### src/rtl/fpmult_rr_scheduler.sv
`default_nettype none
// ============================================================================
// Module   : fpmult_rr_scheduler
// Purpose  : Round-robin scheduler sharing one pipelined single-precision FP
//            multiplier among NREQ requesters. The winner's operands are
//            routed to the multiplier, and its ID travels down a tag pipeline
//            matched to the multiplier latency. The product is returned to
//            that requester through a registered output stage.
// Revision : 1.0 - initial release
// ----------------------------------------------------------------------------
// Ports
//   clk        in   1       clock, all state on rising edge
//   rst        in   1       asynchronous active-high reset
//   req_valid  in   NREQ    per-requester operand valid
//   req_ready  out  NREQ    one-hot grant (zero when idle or in reset)
//   req_x      in   NREQ*N  packed X operands, requester i at [i*N +: N]
//   req_y      in   NREQ*N  packed Y operands, same packing
//   mul_x      out  N       X operand to multiplier
//   mul_y      out  N       Y operand to multiplier
//   mul_m      in   N       multiplier product, valid LAT cycles after issue
//   res_valid  out  NREQ    one-hot result strobe (single-cycle pulse)
//   res_data   out  N       result word, broadcast
//   res_id     out  IDW     owner of res_data
//   busy       out  1       any tag stage or the output stage is valid
// ----------------------------------------------------------------------------
// Build option
//   FPMULT_SCHED_ZERO_BYPASS_EN : when defined, an operand with a zero
//   exponent field forces a signed-zero result, because the multiplier
//   datapath does not handle zero or denormal inputs.
// ============================================================================
module fpmult_rr_scheduler #(
  parameter int NREQ = 4,
  parameter int IDW  = 2,
  parameter int N    = 32,
  parameter int LAT  = 1
) (
  input  logic              clk,
  input  logic              rst,
  input  logic [NREQ-1:0]   req_valid,
  output logic [NREQ-1:0]   req_ready,
  input  logic [NREQ*N-1:0] req_x,
  input  logic [NREQ*N-1:0] req_y,
  output logic [N-1:0]      mul_x,
  output logic [N-1:0]      mul_y,
  input  logic [N-1:0]      mul_m,
  output logic [NREQ-1:0]   res_valid,
  output logic [N-1:0]      res_data,
  output logic [IDW-1:0]    res_id,
  output logic              busy
);

  localparam int              c_EXP_W = 8;
  localparam int              c_LAST  = LAT - 1;
  localparam logic [NREQ-1:0] c_ONE   = {{(NREQ-1){1'b0}}, 1'b1};

  logic [IDW-1:0]  r_ptr;
  logic            w_found;
  logic [IDW-1:0]  w_winner;
  logic            w_issue;
  logic [IDW-1:0]  w_ptr_next;
  logic [N-1:0]    w_win_x;
  logic [N-1:0]    w_win_y;

  logic            r_tag_vld [LAT];
  logic [IDW-1:0]  r_tag_id  [LAT];
  logic            w_tag_any;

  logic [NREQ-1:0] r_res_valid;
  logic [N-1:0]    r_res_data;
  logic [IDW-1:0]  r_res_id;
  logic [N-1:0]    w_res_word;

  // --------------------------------------------------------------------------
  // Arbitration: scan from r_ptr upward (mod NREQ). The loop runs from the
  // farthest offset down to r_ptr so the nearest asserted request is the
  // last one written and therefore wins.
  // --------------------------------------------------------------------------
  always_comb begin
    w_found  = 1'b0;
    w_winner = '0;
    for (int k = NREQ - 1; k >= 0; k--) begin
      if (req_valid[(int'(r_ptr) + k) % NREQ]) begin
        w_found  = 1'b1;
        w_winner = IDW'((int'(r_ptr) + k) % NREQ);
      end
    end
  end

  // Grant is suppressed while reset is held so nothing issues into a
  // pipeline that is being cleared.
  assign w_issue   = w_found & ~rst;
  assign req_ready = w_issue ? (c_ONE << w_winner) : '0;

  assign w_win_x = req_x[int'(w_winner)*N +: N];
  assign w_win_y = req_y[int'(w_winner)*N +: N];
  assign mul_x   = w_issue ? w_win_x : '0;
  assign mul_y   = w_issue ? w_win_y : '0;

  assign w_ptr_next = (w_winner == IDW'(NREQ - 1)) ? '0 : (w_winner + 1'b1);

  always_ff @(posedge clk or posedge rst) begin
    if (rst) begin
      r_ptr <= '0;
    end else if (w_issue) begin
      r_ptr <= w_ptr_next;
    end
  end

  // --------------------------------------------------------------------------
  // Tag pipeline: shifts every cycle, there is no stall path.
  // --------------------------------------------------------------------------
  always_ff @(posedge clk or posedge rst) begin
    if (rst) begin
      for (int s = 0; s < LAT; s++) begin
        r_tag_vld[s] <= 1'b0;
        r_tag_id[s]  <= '0;
      end
    end else begin
      for (int s = LAT - 1; s > 0; s--) begin
        r_tag_vld[s] <= r_tag_vld[s-1];
        r_tag_id[s]  <= r_tag_id[s-1];
      end
      r_tag_vld[0] <= w_issue;
      r_tag_id[0]  <= w_winner;
    end
  end

`ifdef FPMULT_SCHED_ZERO_BYPASS_EN
  logic w_zflag;
  logic w_zsign;
  logic r_tag_z [LAT];
  logic r_tag_s [LAT];

  assign w_zflag = (w_win_x[N-2 -: c_EXP_W] == '0) | (w_win_y[N-2 -: c_EXP_W] == '0);
  assign w_zsign = w_win_x[N-1] ^ w_win_y[N-1];

  always_ff @(posedge clk or posedge rst) begin
    if (rst) begin
      for (int s = 0; s < LAT; s++) begin
        r_tag_z[s] <= 1'b0;
        r_tag_s[s] <= 1'b0;
      end
    end else begin
      for (int s = LAT - 1; s > 0; s--) begin
        r_tag_z[s] <= r_tag_z[s-1];
        r_tag_s[s] <= r_tag_s[s-1];
      end
      r_tag_z[0] <= w_issue & w_zflag;
      r_tag_s[0] <= w_zsign;
    end
  end

  // A zero/denormal operand yields a correctly signed zero instead of the
  // multiplier's meaningless output.
  assign w_res_word = r_tag_z[c_LAST] ? {r_tag_s[c_LAST], {(N-1){1'b0}}} : mul_m;
`else
  assign w_res_word = mul_m;
`endif

  // --------------------------------------------------------------------------
  // Output stage: captures the product as the last tag stage leaves. Data
  // and ID hold their last value between pulses.
  // --------------------------------------------------------------------------
  always_ff @(posedge clk or posedge rst) begin
    if (rst) begin
      r_res_valid <= '0;
      r_res_data  <= '0;
      r_res_id    <= '0;
    end else begin
      r_res_valid <= r_tag_vld[c_LAST] ? (c_ONE << r_tag_id[c_LAST]) : '0;
      if (r_tag_vld[c_LAST]) begin
        r_res_data <= w_res_word;
        r_res_id   <= r_tag_id[c_LAST];
      end
    end
  end

  assign res_valid = r_res_valid;
  assign res_data  = r_res_data;
  assign res_id    = r_res_id;

  always_comb begin
    w_tag_any = 1'b0;
    for (int s = 0; s < LAT; s++) begin
      w_tag_any = w_tag_any | r_tag_vld[s];
    end
  end

  assign busy = w_tag_any | (|r_res_valid);

endmodule
`default_nettype wire

### config.mk
export PLATFORM = sky130hd
export DESIGN_NAME = fpmult_rr_scheduler
export DESIGN_NICKNAME = d
export VERILOG_FILES = /design/src/rtl/fpmult_rr_scheduler.sv
export SDC_FILE = /design/constraint.sdc
export NUM_CORES = 1
export LEC_CHECK = 0
export ABC_CLOCK_PERIOD_IN_PS = 2300
export CAP_MARGIN = 5
export CELL_PAD_IN_SITES_DETAIL_PLACEMENT = 0
export CELL_PAD_IN_SITES_GLOBAL_PLACEMENT = 1
export CORE_MARGIN = 10
export CORE_UTILIZATION = 18
export CTS_BUF_LIST = sky130_fd_sc_hd__clkbuf_8 sky130_fd_sc_hd__clkbuf_16
export DETAILED_ROUTE_END_ITERATION = 10
export PLACE_DENSITY_LB_ADDON = 0.1
export REMOVE_ABC_BUFFERS = 1
export SYNTH_ARGS = -nofsm -noshare
export SYNTH_HDL_FRONTEND = slang
export SYNTH_SLANG_ARGS = --single-unit
### constraint.sdc
create_clock -name clk -period 2.3 [get_ports clk]
set_input_delay 0.345 -clock clk [delete_from_list [all_inputs] [get_ports clk]]
set_output_delay 0.345 -clock clk [all_outputs]
set_load 0.05 [all_outputs]
# Yosys cells after proc, flatten, opt, wreduce, memory -nomap -nowiden
# Index checks and enable logic that the tools add are counted.
dict set report word_totals {
  ff_bits 43
  inputBits 294
  output_inout_bits 107
  elab_cells 53
}
dict set report classes {
  add_sub_neg 4
  magnitude_cmp 4
  n_eq_ne 1
  shifts 4
  mux 24
  n_bitwise 6
  reduce_logical 4
}
# operator n
set op_table {}
lappend op_table {{$shiftx 128x8->32} 2}
lappend op_table {{$mux 32} 2}
lappend op_table {{$lt 3x4->1 const B} 3}
lappend op_table {{$mux 1} 11}
lappend op_table {{$mux 2} 5}
lappend op_table {{$bmux 1 s2} 4}
lappend op_table {{$mux 4} 2}
lappend op_table {{$shl 1x2->4 const A} 2}
lappend op_table {{$reduce_or 2->1} 3}
lappend op_table {{$add 2x1->2 const B} 2}
lappend op_table {{$add 2x2->2 const B} 2}
lappend op_table {{$reduce_or 4->1} 1}
lappend op_table {{$and 1x1->1 const A} 3}
lappend op_table {{$lt 2x3->1 const B} 1}
lappend op_table {{$eq 2x2->1 const B} 1}
lappend op_table {{$and 1x1->1} 1}
lappend op_table {{$not 1->1} 1}
lappend op_table {{$or 1x1->1} 1}

# Logic depth before layout (Yosys ltp)
dict set report depth {
  ltp_word 12
  ltp_mapped 9
  ltp_nobuf 7
}

# Worst setup path after synthesis
# No wires, ideal clock.
dict set report synth_path {
  kind {register -> output}
  start {register r_ptr[1]}
  end {output port mul_x[10]}
  arrival_time_ps 2186
  slack_ps -231
  path_stages_with_launch 8
  cell_sequence {dfrtp_1 > nor2_1 > o21bai_1 > a221oi_2 > nand2_1 > buf_6 > buf_6 > o22ai_1}
}
dict set report synth_between {
  elab_chain_cells 10
}
# item line
set synth_rtl {}
lappend synth_rtl {{start: declaration} 56} ;# logic [IDW-1:0] r_ptr;
lappend synth_rtl {{start signal: assignment} 105} ;# r_ptr <= w_ptr_next;
lappend synth_rtl {{$add 2x2->2} 82} ;# if (req_valid[(int'(r_ptr) + k) % NREQ]) begin
lappend synth_rtl {{$bmux 1 s2} 82}
lappend synth_rtl {{$mux 1 (not written as such) (2 in series)} 82}
lappend synth_rtl {{$mux 2 (3 in series)} 82}
lappend synth_rtl {{$mux 2 (*)} 82}
lappend synth_rtl {{named net w_winner[0]} 58} ;# logic [IDW-1:0] w_winner;
lappend synth_rtl {{$shiftx 128x8->32 (*)} 94} ;# assign w_win_x = req_x[int'(w_winner)*N +: N];
lappend synth_rtl {{$mux 32 (*)} 96} ;# assign mul_x = w_issue ? w_win_x : '0;
lappend synth_rtl {{end: declaration} 43} ;# output logic [N-1:0] mul_x,
# Mark *: on every way through the listed nets, which the timed path passes. The rest lies on a longest branch. The select of a mux whose other input is x is not followed.

# Worst setup path in the final report
dict set report layout_path {
  start {register r_ptr[1]}
  end {output port mul_x[0]}
}
dict set report layout_between {
  elab_chain_cells 10
}
# item line
set layout_rtl {}
lappend layout_rtl {{$add 2x2->2} {82, 84}}
lappend layout_rtl {{$bmux 1 s2} 82}
lappend layout_rtl {{$mux 1 (not written as such) (2 in series)} 82}
lappend layout_rtl {{$mux 2 / $mux 1 (equally long branches) (4 in series)} 82}
lappend layout_rtl {{$shiftx 128x8->32 / $and 1x1->1 (equally long branches)} {94, 91}}
lappend layout_rtl {{$mux 32 (*)} 96}
# Mark *: on every way between the ends. The rest lies on a longest branch, timed or not. The select of a mux whose other input is x is not followed.

==> results.md <==
Flow run:
- Max-cap violations in this run came to 0.

Worst setup path:
- The signal arrival time at the worst endpoint is 2.23 ns.
- The element type at the critical path end is an output pin.
- The number of cells on the worst reg-to-reg path is 11.
- The slowest stage of the critical path belongs to the cell sky130_fd_sc_hd__dfrtp_2.
- The highest fanout seen on the critical path is 5.
- The path type of the worst setup path is reg2out.
- The largest single stage delay on the critical path is 0.41 ns.
- For the worst setup path, the data required time is 1.96 ns.
- The signal on the critical path passes through inv_2 -> a221oi_2 -> buf_4 -> nand3_4 -> buf_12 -> buf_12 -> buf_16 -> mux2i_1 -> o22ai_1 -> buf_4.
- The sort of element at the start of the critical path is a register.

STA:
- For the final database, setup skew stands at 0.004495 ns.
- Setup slack on the critical path of the routed design comes to -0.2749 ns.
- The minimum clock period is 2.575 ns.
- Setup repair after global routing could not meet its margin everywhere.
- At the pin with the least slew margin, the transition time is 0.5499 ns.
- The number of failing setup endpoints in the final timing report is slightly below 70.
- The number of max-slew violations in the final report was 0.
- Measured against its own limit, the worst slew margin works out to 0.6323.
- The share of the clock period used by the worst path after layout is 1.120.
- The upper clock frequency limit is 0.3884 GHz.
- The hold violation total from the final report is 0.

Logic synthesis:
- In this run, distinct cell masters in the synthesized netlist total 28.
- Of the post-synthesis cell area, the dominant cell type holds 0.3587.
- The number of enable-type register cells in the synthesized netlist is 0.
- After synthesis, the cell types taking the most area are sky130_fd_sc_hd__mux2i_1, sky130_fd_sc_hd__dfrtp_1, sky130_fd_sc_hd__o22ai_1.
- In this run the cell area of the synthesized design comes to 3572 um2.
- The most frequently used cell type in the post-synthesis netlist is sky130_fd_sc_hd__mux2i_1.
- After synthesis, the most frequently instantiated cells are sky130_fd_sc_hd__mux2i_1, sky130_fd_sc_hd__o22ai_1, sky130_fd_sc_hd__dfrtp_1.
- The most used flip-flop cell after synthesis is sky130_fd_sc_hd__dfrtp_1.
- After synthesis the netlist holds a flip-flop and latch count of between 40 and 50.
- The share of the yosys chip area belonging to registers is 0.3012.
- The largest total area in the synthesized netlist belongs to sky130_fd_sc_hd__mux2i_1.
- Counting every instance in the synthesized netlist gives 340.
- After synthesis, the mean cell area works out to 10.51 um2.
- For this run, asynchronously set or reset flops after synthesis account for 1.000.
- The Yosys step of the flow raised 0 warnings.

Min path:
- The worst hold-check path type is reg2reg.
- The cell count of the worst hold path is 1.

Route:
- The total via count in the routed design is around 4700.
- The total wirelength of the detailed-routed design is roughly 26000 um.
- The number of remaining DRC errors is 0.
- The first detailed-routing pass ran for 4 iterations.
- The routed via count divided by cell count is 4.485.
- The count of nets left with antenna violations after detail routing is 0.
- The post-detailed-route wirelength per cell is roughly 25 um.
- In this run, the number of DRC markers left after iteration 0 of detailed routing was 120.

Power:
- In this run the power density over the cells is between 800 and 900 nW/um2.
- The worst vdd rail ir drop is 406.9 uV.
- The static leakage is approximately 4.2 nW.
- The total chip power is 0.008597 W.

GRT:
- The first global-routing pass estimated around 35000 um of wire.
- Entering global routing, the biggest net connects 44 pins.
- For this run the aggregate overflow at the end of global routing stands at 0.
- The number of antenna violations at the first check in global routing was 4.
- The number of global-route vias before repair was ~5300.
- Across every metal layer, demand over resource in global routing totals 0.1803.

Placed design:
- Detailed placement finished with a half-perimeter wire length of 20080 um.
- The number of buffers added on ports is 400.
- At the end of routability-driven placement, the weighted congestion stood at 0.8407.
- The pre-CTS worst setup slack is -0.3601 ns.

Clock network:
- TritonCTS built the clock tree.
- The number of clock buffers inserted by TritonCTS is 5.
- The clock tree buffer depth is 2.
- The clock net in this run drives a total of 43 sinks.
- The later-pin clock latency in the skew report is 0.28 ns.
- The tree is rooted in a sky130_fd_sc_hd__clkbuf_16.
- The clock transition at the registers of the reported paths is 0.06 ns.
- The deepest level of the CTS H-tree is 2.

Cells and area:
- Summing all multi-input logic gate instances after layout gives just over 3000 um2.
- The utilization after layout is 0.5202.
- The number of nets in the finished design is 1078.
- After filler insertion, the fill cell instance count of the layout stands at 1732.
- The growth of design area from synthesis to finish is 183.4%.
- The share of final-layout standard cells stronger than drive strength 1 is 0.3521.
- Registers take around 1100 um2.

Floorplan:
- The starting density of the core is 0.1835.
- The y dimension of the die is 160.9 um.
- In this run the horizontal extent of the chip is 160.9 um.
- In this run the core area contains between 50 and 60 standard-cell rows.
- The area of the die is 25880 um2.
- In this run the count of I/O pins placed on the die edge is ~400.
- After floorplanning, the core was sized to cover 19460 um2.

Outcome:
- The flow ran to the end, but the final reports show violations.
- The checks that failed: setup timing.
==> kinds of logic after synthesis <==
family | after synthesis | synth area share
AOI/OAI and AO/OA | 72 | 0.1296
adders and majority gates | 4 | 0.01401
buffers and inverters | 36 | 0.05744
DFF | 43 | 0.3012
muxes | 161 | 0.4627
and+or+nand+nor | 24 | 0.03503
==> flip-flops by register name (all words and copies together), names as in the netlist <==
signal     count
res_data      32
res_valid      4
res_id         2
r_tag_id       2
r_ptr          2
r_tag_vld      1
==> cell usage in the layout, fill, tap and decap left out, types with 2 or more instances in the layout <==
cell / count
sky130_fd_sc_hd__dfrtp_1: 42
sky130_fd_sc_hd__mux2i_2: 34
sky130_fd_sc_hd__inv_1: 2
sky130_fd_sc_hd__bufinv_16: 2
sky130_fd_sc_hd__and2_4: 4
sky130_fd_sc_hd__o21ai_0: 2
sky130_fd_sc_hd__dlygate4sd2_1: 4
sky130_fd_sc_hd__nand2_8: 3
sky130_fd_sc_hd__buf_16: 17
sky130_fd_sc_hd__a221oi_2: 2
sky130_fd_sc_hd__mux2i_4: 8
sky130_fd_sc_hd__buf_12: 44
sky130_fd_sc_hd__diode_2: 3
sky130_fd_sc_hd__o22ai_1: 23
sky130_fd_sc_hd__mux2i_1: 86
sky130_fd_sc_hd__buf_8: 15
sky130_fd_sc_hd__clkdlybuf4s50_1: 327
sky130_fd_sc_hd__mux2_2: 33
sky130_fd_sc_hd__nand2_1: 4
sky130_fd_sc_hd__nor2_1: 4
sky130_fd_sc_hd__o22ai_2: 24
sky130_fd_sc_hd__buf_6: 12
sky130_fd_sc_hd__o22ai_4: 17
sky130_fd_sc_hd__ha_4: 3
sky130_fd_sc_hd__clkbuf_16: 11
sky130_fd_sc_hd__nor2b_1: 2
sky130_fd_sc_hd__buf_4: 38
==> worst max-delay path: cells and delay by family (launching register included) <==
family,cells,cell delay [ns]
buf+inv,6,0.89
compound gates,2,0.43
flops,1,0.41
mux,1,0.13
simple gates,1,0.10
==> repair_timing <==
item / 4_1_cts / 5_1_grt
hold buffers: 0 / 0
pin swaps: 15 / 25
setup buffers: 10 / 3
resized for setup: 104 / 107
endpoints found under the setup margin: 68 / 68
gates cloned: 13 / 7
==> final cells by class <==
class / instances / area share
flip-flops and latches: 43 / 0.1064
clock buffers: 5 / 0.01236
clock inverters: 3 / 0.006303
multi-input cells: 262 / 0.2996
diodes: 3 / 0.0007415
inverters: 5 / 0.003337
repair buffers: 463 / 0.5386
well taps: 265 / 0.03275
==> final timing paths <==
check | start | end | slack, ns
max in group asynchronous | rst | r_ptr[1] | 1.32
max reg2reg | r_ptr[1] | r_ptr[1] | 0.37
min reg2reg | r_tag_id[0] | res_valid[0] | 0.46
max | r_ptr[1] | mul_x[0] | -0.27
min | r_tag_id[0] | res_valid[0] | 0.46
min in group asynchronous | rst | r_ptr[1] | 0.60
==> layer usage <==
| layer | vias up | routed length [um] | part of all wire | global-route usage |
|---|---|---|---|---|
| met5 | - | 0 | 0 | 0 |
| met4 | 0 | 181 | 0.0070 | 0.03598 |
| met3 | 12 | 2470 | 0.096 | 0.07899 |
| met2 | 219 | 14140 | 0.55 | 0.3372 |
| met1 | 2266 | 8968 | 0.35 | 0.1807 |
| li1 | 2208 | - | - | - |
==> power by group <==
group          total, W  switching, W  internal, W
combinational   0.00676       0.00338      0.00339
sequential     0.000948     0.0000749     0.000873
clock          0.000885      0.000268     0.000617
==> per-stage QoR <==
step | hold WS [ns] | instance area, um2 | std cells | setup TNS, ns
3_5_place_dp | 0.4632 | 8342 | 1006 | -20.13
5_1_grt | 0.4899 | 10120 | 1049 | -20.96
3_3_place_gp | 0.4589 | 8342 | 1006 | -20.05
4_1_cts | 0.4708 | 9449 | 1037 | -12.89
2_1_floorplan | 0.4393 | 3386 | 309 | -330.08
6_report | 0.4639 | 10120 | 1049 | -15.19
No activity file was read; power rests on OpenSTA's default activity.
